$ cat config.mk
export PLATFORM = sky130hd
export DESIGN_NAME = ftf_decoder_42_pipe
export DESIGN_NICKNAME = d
export VERILOG_FILES = /design/src/rtl/ftf_decoder_42_pipe_pkg.sv /design/src/rtl/ftf_group_sum7.sv /design/src/rtl/ftf_decoder_42_pipe.sv
export SDC_FILE = /design/constraint.sdc
export NUM_CORES = 1
export LEC_CHECK = 0
export ABC_AREA = 1
export CORE_ASPECT_RATIO = 1.1
export CORE_MARGIN = 2
export CORE_UTILIZATION = 55
export CTS_CLUSTER_SIZE = 25
export DETAILED_ROUTE_END_ITERATION = 16
export PLACE_DENSITY = 0.83
export SETUP_SLACK_MARGIN = 0.2
export SYNTH_ARGS = -nofsm -noshare
export SYNTH_HDL_FRONTEND = slang
export SYNTH_SLANG_ARGS = --single-unit
$ cat constraint.sdc
create_clock -name clock -period 11.07 [get_ports clock]
set_clock_uncertainty 0.2 [all_clocks]
set_input_delay 2.214 -clock clock [delete_from_list [all_inputs] [get_ports clock]]
set_output_delay 2.214 -clock clock [all_outputs]
set_load 0.05 [all_outputs]
$ cat src/rtl/ftf_decoder_42_pipe_pkg.sv
// Shared constants for the 42-wire FTF codec: Fibonacci numeral system weights,
// group partitioning of the codeword and the decoded data width.
package ftf_decoder_42_pipe_pkg;

    localparam int unsigned FTF42_CODE_W = 42;
    localparam int unsigned FTF42_GRP_W  = 7;
    localparam int unsigned FTF42_NGRP   = 6;
    // floor(log2(FNS44)): widest binary value every codeword range can hold
    localparam int unsigned FBLEN42      = 29;

    // FNS(n): Fibonacci numeral system weight, FNS01 = FNS02 = 1
    function automatic logic [63:0] fns(input int unsigned n);
        logic [63:0] a;
        logic [63:0] b;
        logic [63:0] t;
        a = 64'd1;
        b = 64'd1;
        for (int unsigned k = 3; k <= n; k++) begin
            t = a + b;
            a = b;
            b = t;
        end
        return b;
    endfunction

    // Weight of codeword bit i: bit0 is 1, bit i is FNS(i+1)
    function automatic logic [63:0] ftf42_weight(input int unsigned i);
        return (i == 0) ? 64'd1 : fns(i + 1);
    endfunction

endpackage

$ cat src/rtl/ftf_group_sum7.sv
// Combinational weighted sum of one 7-bit slice of an FTF codeword whose
// lowest bit sits at codeword position BASE.
module ftf_group_sum7
    import ftf_decoder_42_pipe_pkg::*;
#(
    parameter int unsigned BASE  = 0,
    parameter int unsigned SUM_W = FBLEN42 + 1
) (
    input  logic [FTF42_GRP_W-1:0] bits,
    output logic [SUM_W-1:0]       sum_c
);

    logic [SUM_W-1:0] term [FTF42_GRP_W];

    for (genvar j = 0; j < FTF42_GRP_W; j++) begin : g_term
        localparam logic [SUM_W-1:0] WEIGHT = SUM_W'(ftf42_weight(BASE + j));
        assign term[j] = bits[j] ? WEIGHT : '0;
    end

    always_comb begin
        sum_c = '0;
        for (int j = 0; j < FTF42_GRP_W; j++) begin
            sum_c = sum_c + term[j];
        end
    end

endmodule

$ cat src/rtl/ftf_decoder_42_pipe.sv
// 3-stage FTF-42 codeword to binary decoder with valid/ready and full stall.
// Optional FTF_RANGE_CHECK_EN adds range_err, the sum bit above dataout.
module ftf_decoder_42_pipe
    import ftf_decoder_42_pipe_pkg::*;
#(
    parameter int unsigned CODE_W = FTF42_CODE_W,
    parameter int unsigned DATA_W = FBLEN42
) (
    input  logic              clock,
    input  logic              reset_n,
    input  logic [CODE_W-1:0] codein,
    input  logic              in_valid,
    output logic              in_ready,
    output logic [DATA_W-1:0] dataout,
    output logic              out_valid,
    input  logic              out_ready
`ifdef FTF_RANGE_CHECK_EN
    ,
    output logic              range_err
`endif
);

`ifdef FTF_RANGE_CHECK_EN
    localparam int unsigned SUM_W = DATA_W + 1;
`else
    // Without the check the overflow bit is never observed, so it is not built
    localparam int unsigned SUM_W = DATA_W;
`endif

    logic              en_c;
    logic [CODE_W-1:0] code_q;
    logic              v1;
    logic              v2;
    logic [SUM_W-1:0]  part_c [FTF42_NGRP];
    logic [SUM_W-1:0]  part_q [FTF42_NGRP];
    logic [SUM_W-1:0]  total_c;

    assign en_c     = out_ready | ~out_valid;
    assign in_ready = en_c;

    // S1: capture codeword
    always_ff @(posedge clock or negedge reset_n) begin
        if (!reset_n) begin
            code_q <= '0;
            v1     <= 1'b0;
        end else if (en_c) begin
            code_q <= codein;
            v1     <= in_valid;
        end
    end

    for (genvar g = 0; g < FTF42_NGRP; g++) begin : g_grp
        ftf_group_sum7 #(
            .BASE  (g * FTF42_GRP_W),
            .SUM_W (SUM_W)
        ) u_sum (
            .bits  (code_q[g*FTF42_GRP_W +: FTF42_GRP_W]),
            .sum_c (part_c[g])
        );
    end

    // S2: register group partial sums
    always_ff @(posedge clock or negedge reset_n) begin
        if (!reset_n) begin
            for (int g = 0; g < FTF42_NGRP; g++) begin
                part_q[g] <= '0;
            end
            v2 <= 1'b0;
        end else if (en_c) begin
            for (int g = 0; g < FTF42_NGRP; g++) begin
                part_q[g] <= part_c[g];
            end
            v2 <= v1;
        end
    end

    always_comb begin
        total_c = '0;
        for (int g = 0; g < FTF42_NGRP; g++) begin
            total_c = total_c + part_q[g];
        end
    end

    // S3: final sum and output valid
    always_ff @(posedge clock or negedge reset_n) begin
        if (!reset_n) begin
            dataout   <= '0;
            out_valid <= 1'b0;
`ifdef FTF_RANGE_CHECK_EN
            range_err <= 1'b0;
`endif
        end else if (en_c) begin
            dataout   <= total_c[DATA_W-1:0];
            out_valid <= v2;
`ifdef FTF_RANGE_CHECK_EN
            range_err <= total_c[DATA_W];
`endif
        end
    end

endmodule

Yosys cells after proc, flatten, opt, wreduce, memory -nomap -nowiden
Cells that the tools add are included.
Word-level totals
  RAM bits: 0
  bits in registers: 248
  output and inout port bits: 31
  bits in latches: 0
  memories: 0
  ROM bits: 0
Operators by class
  div/mod/pow operators: 0
  shifts and indexed selects: 0
  magnitude comparators: 0
  add/sub/neg operators: 41
  muxes and demuxes: 42
  equality and inequality tests: 0
  bitwise operators: 2
  reductions and logical operators: 0
  multiply operators: 0
Operator list (count)
  $add A29 B29 Y29: 41
  $mux W28: 2
  $mux W26: 2
  $mux W24: 2
  $mux W22: 2
  $mux W19: 2
  $mux W17: 2
  $mux W15: 2
  $mux W27: 1
  $mux W13: 2
  $mux W25: 1
  $mux W23: 1
  $mux W21: 1
  $mux W10: 2
  $mux W20: 1
  $mux W18: 1
  $mux W16: 1
  $mux W8: 2
  $mux W14: 1
  $mux W12: 1
  $mux W6: 2
  $mux W11: 1
  $mux W9: 1
  $mux W4: 2
  7 further kinds: 9

Longest topological paths before layout
  depth in word-level cells: 7
  depth in mapped cells: 19

Hierarchy
Synthesis repeated with hierarchy kept, for this count alone.
Second synthesis, totals
  cell total of the unflattened synthesis: 3484
  area total of the unflattened synthesis: 26077.5 um^2
Modules (own cells, without submodules)
  ftf_decoder_42_pipe: area an instance 14367.5 um^2, sequential area each 6206.0 um^2, times used 1, cells an instance 1735
  ftf_group_sum7 (g_grp[5].u_sum): area an instance 3149.3 um^2, sequential area each 0.0 um^2, times used 1, cells an instance 490
  ftf_group_sum7 (g_grp[4].u_sum): area an instance 2939.1 um^2, sequential area each 0.0 um^2, times used 1, cells an instance 427
  ftf_group_sum7 (g_grp[3].u_sum): area an instance 2446.1 um^2, sequential area each 0.0 um^2, times used 1, cells an instance 363
  ftf_group_sum7 (g_grp[2].u_sum): area an instance 1775.5 um^2, sequential area each 0.0 um^2, times used 1, cells an instance 271
  ftf_group_sum7 (g_grp[1].u_sum): area an instance 963.4 um^2, sequential area each 0.0 um^2, times used 1, cells an instance 144
  ftf_group_sum7 (g_grp[0].u_sum): area an instance 436.7 um^2, sequential area each 0.0 um^2, times used 1, cells an instance 54

Worst setup path before layout
No wires, ideal clock.
  path type: in2out
  start: input out_ready
  end: output in_ready
  slack: 5.724 ns
  arrival: 2.932 ns
  path buffers: 3
  cell stages on the path: 5
  path through: nor2_2 buf_4 inv_2 buf_2 buf_2
Between the ends
  word-level cells in the longest chain between the ends: 1
Ends and longest elaborated chain
  start, declared: RTL line ftf_decoder_42_pipe.sv:16  | input logic out_ready
  $or A1 B1 Y1: RTL line ftf_decoder_42_pipe.sv:38  | assign en_c = out_ready | ~out_valid;
  end, declared: RTL line ftf_decoder_42_pipe.sv:13  | output logic in_ready,
Every way passes these cells.

Final worst setup path
Ends and elaborated chain as after synthesis.

==> out/qor.log <==
[timing] final setup TNS 0 ns
[die] effective utilization at floorplan 56.1%
[setup_path] worst path required time 8.66 ns
[synth] top cells by count, synth nand2_1 (854), inv_1 (506), ha_1 (308)
[clock_network] post-CTS resize count 0
[final_layout] antenna cells 0
[route] number of DRC violations after detailed-routing iteration 0 1140
[synth] share of Yosys cell area claimed by the top area cell type 22.5%
[setup_path] endpoint type of the worst setup path output pin
[timing] Period minus WS final 7.01 ns
[clock_network] H-tree Lvls 4
[timing] count of final hold-check violations 0
[synth] number of flops mapped to enable cells by yosys 0
[global_route] number of antenna violations at the first check in global routing 0
[synth] leading area contributor after synthesis dfrtp_1
[min_path] worst hold-check path type reg -> reg
[setup_path] register-to-register path setup slack 6.76 ns
[route] DRC Markers 0
[placement] detailed placement HPWL 42100 um
[clock_network] clock transition at the registers of the reported paths 0.07 ns
[route] number of vias per cell 5.24
[die] die outline height 206 um
[route] first-pass iteration count of the detailed router 6
[die] horizontal die dimension 187 um
[final_layout] # nets final 3259
[route] vias post-DR 17000
[timing] worst setup slack after layout 4.06 ns
[global_route] largest net degree at the start of global routing 91
[clock_network] quantity of hold-fixing buffers added after cts 0
[timing] slew at the pin closest to its max-slew limit 0.975 ns
[die] standard cell core area 36300 um2
[placement] number of port buffers 76
[setup_path] highest fanout seen on the critical path 76
[global_route] total global routing overflow 0
[die] total I/O pin count 77
[timing] setup repair after global routing missed its margin false
[placement] Place WS 4.05 ns
[clock_network] TritonCTS clock tree yes
[placement] Final GP Congestion 0.941
[timing] Finish-stage setup viols 0
[timing] Final Cycle Share 63.3%
[clock_network] CTS buffer count 17
[setup_path] type of origin of the critical path input pin
[die] cell row count 73
[route] wire length after detailed routing 50800 um
[synth] largest cells by area after synthesis dfrtp_1 (23%), ha_1 (19%), nand2_1 (16%)
[clock_network] post-CTS setup-driven buffer insertion count 0
[global_route] via count of the first global-routing pass 17100
[clock_network] clock latency of the later-clocked register in the worst-skew pair 0.47 ns
[run] maximum capacitance violations 0
[timing] pins over their slew limit 0
[synth] net count of the mapped netlist 3198
[final_layout] sequential cell area 4580 um2
[synth] main flop type after synthesis dfrtp_1
[final_layout] total of fill cells in the finished design 3188
[clock_network] clock sinks 183
[synth] sequential area share after synthesis 22.5%
[timing] relative slew slack 35.0%
[outcome] run status completed
[synth] post-synthesis instance area 20300 um2
[synth] number of distinct library cells after synthesis 39
[final_layout] share of cells above drive strength 1 4.02%
[clock_network] clock root buffer clkbuf_16
[global_route] wire length of the first global-routing pass 84800 um
[timing] achievable clock frequency 0.143 GHz
[final_layout] P&R area growth vs syn 9.18%
[setup_path] CP arrival 4.60 ns
[global_route] Total Routing Usage GR 27.7%
[synth] Syn. warnings 0
[route] Routed Antenna Nets 0
[synth] Yosys reg bits 183
[synth] ys async rst share 100%
[clock_network] Max clock buf depth 2
[setup_path] Setup Crit Path Kind in -> out
[synth] Mapped Cells 2689
[synth] most frequently used cell type in the post-synthesis netlist nand2_1
[route] average wire length per cell after detail routing 15.6 um
[final_layout] area occupied by multi-input gates 13700 um2
[synth] Post-Syn Area per Cell 7.57 um2
[die] die area 38500 um2
## layout by cell type (no fill, tap or decap), types with 8 or more instances in the layout
| cell type | n |
|---|---|
| a21oi_1 | 82 |
| nand2_2 | 17 |
| o21ai_0 | 93 |
| nor2_2 | 23 |
| xor2_1 | 11 |
| nand3_1 | 146 |
| clkbuf_16 | 17 |
| dfrtp_1 | 183 |
| nand2_1 | 854 |
| xnor2_1 | 27 |
| o21ai_1 | 8 |
| nand4_1 | 20 |
| fa_1 | 155 |
| nor2_1 | 111 |
| a31oi_1 | 9 |
| o22ai_1 | 9 |
| clkdlybuf4s50_1 | 75 |
| ha_1 | 308 |
| or2_2 | 9 |
| o21bai_1 | 9 |
| nand3b_1 | 20 |
| inv_1 | 506 |
## flip-flops by register name, summed over array words and instances (netlist names)
signal and cells:
code_q 42, v2 1, out_valid 1, dataout 29, v1 1, part_q 109
## logic make-up (layout without fill, tap and decap cells)
logic type | Yosys count | count (layout) | share of synthesized area, %
adders and majority gates | 463 | 463 | 34.2
AOI/OAI and AO/OA | 223 | 223 | 5.90
xor gates and xnor gates | 38 | 38 | 1.64
DFF | 183 | 183 | 22.5
and+or+nand+nor | 1229 | 1229 | 25.4
buffers and inverters | 553 | 626 | 10.4
## layer usage
layer	wire length, um	up-vias	track usage, %	share of wire, %
met3	2170	85	3.58	4.3
met4	1570	0	9.79	3.1
met2	24400	412	47.4	48
met1	22700	8019	36.2	45
li1	-	8496	-	-
met5	0	-	0	0
## worst max-delay path: stages
cell and delay (ns):
clkdlybuf4s50_1 0.46, nor2_4 0.12, buf_4 0.63, inv_6 0.33, clkdlybuf4s50_1 0.81
## area by class of cell
cell class,instances,share of cell area [%]
Clock buffer,17,1.92
Clock inverter,14,0.901
Inverter,513,8.69
Multi-Input combinational cell,1953,61.5
Sequential cell,183,20.6
Tap cell,487,2.74
Timing Repair Buffer,82,3.64
## metrics by stage
stage,hold slack (ns),utilization [%],area [um2],instances
floorplan,0.240,-,20300,2689
global placement,0.262,59.5,21600,3218
detailed placement,0.268,59.5,21600,3218
CTS,0.288,61.3,22200,3249
global route,0.303,61.3,22200,3249
finish,0.285,61.3,22200,3249
## final timing paths
check / cells after the start / startpoint / endpoint
setup / recovery: 5 / out_ready / in_ready
hold / removal: 2 / part_q[71]$_DFFE_PN0P_ / part_q[71]$_DFFE_PN0P_
setup reg to reg: 15 / code_q[28]$_DFFE_PN0P_ / part_q[41]$_DFFE_PN0P_
hold reg to reg: 2 / part_q[71]$_DFFE_PN0P_ / part_q[71]$_DFFE_PN0P_
max in group asynchronous: 3 / reset_n / code_q[37]$_DFFE_PN0P_
min in group asynchronous: 1 / reset_n / code_q[32]$_DFFE_PN0P_
Power is not shown: default switching activity piles up to over one toggle a cycle in this logic, so the estimate is an artifact.
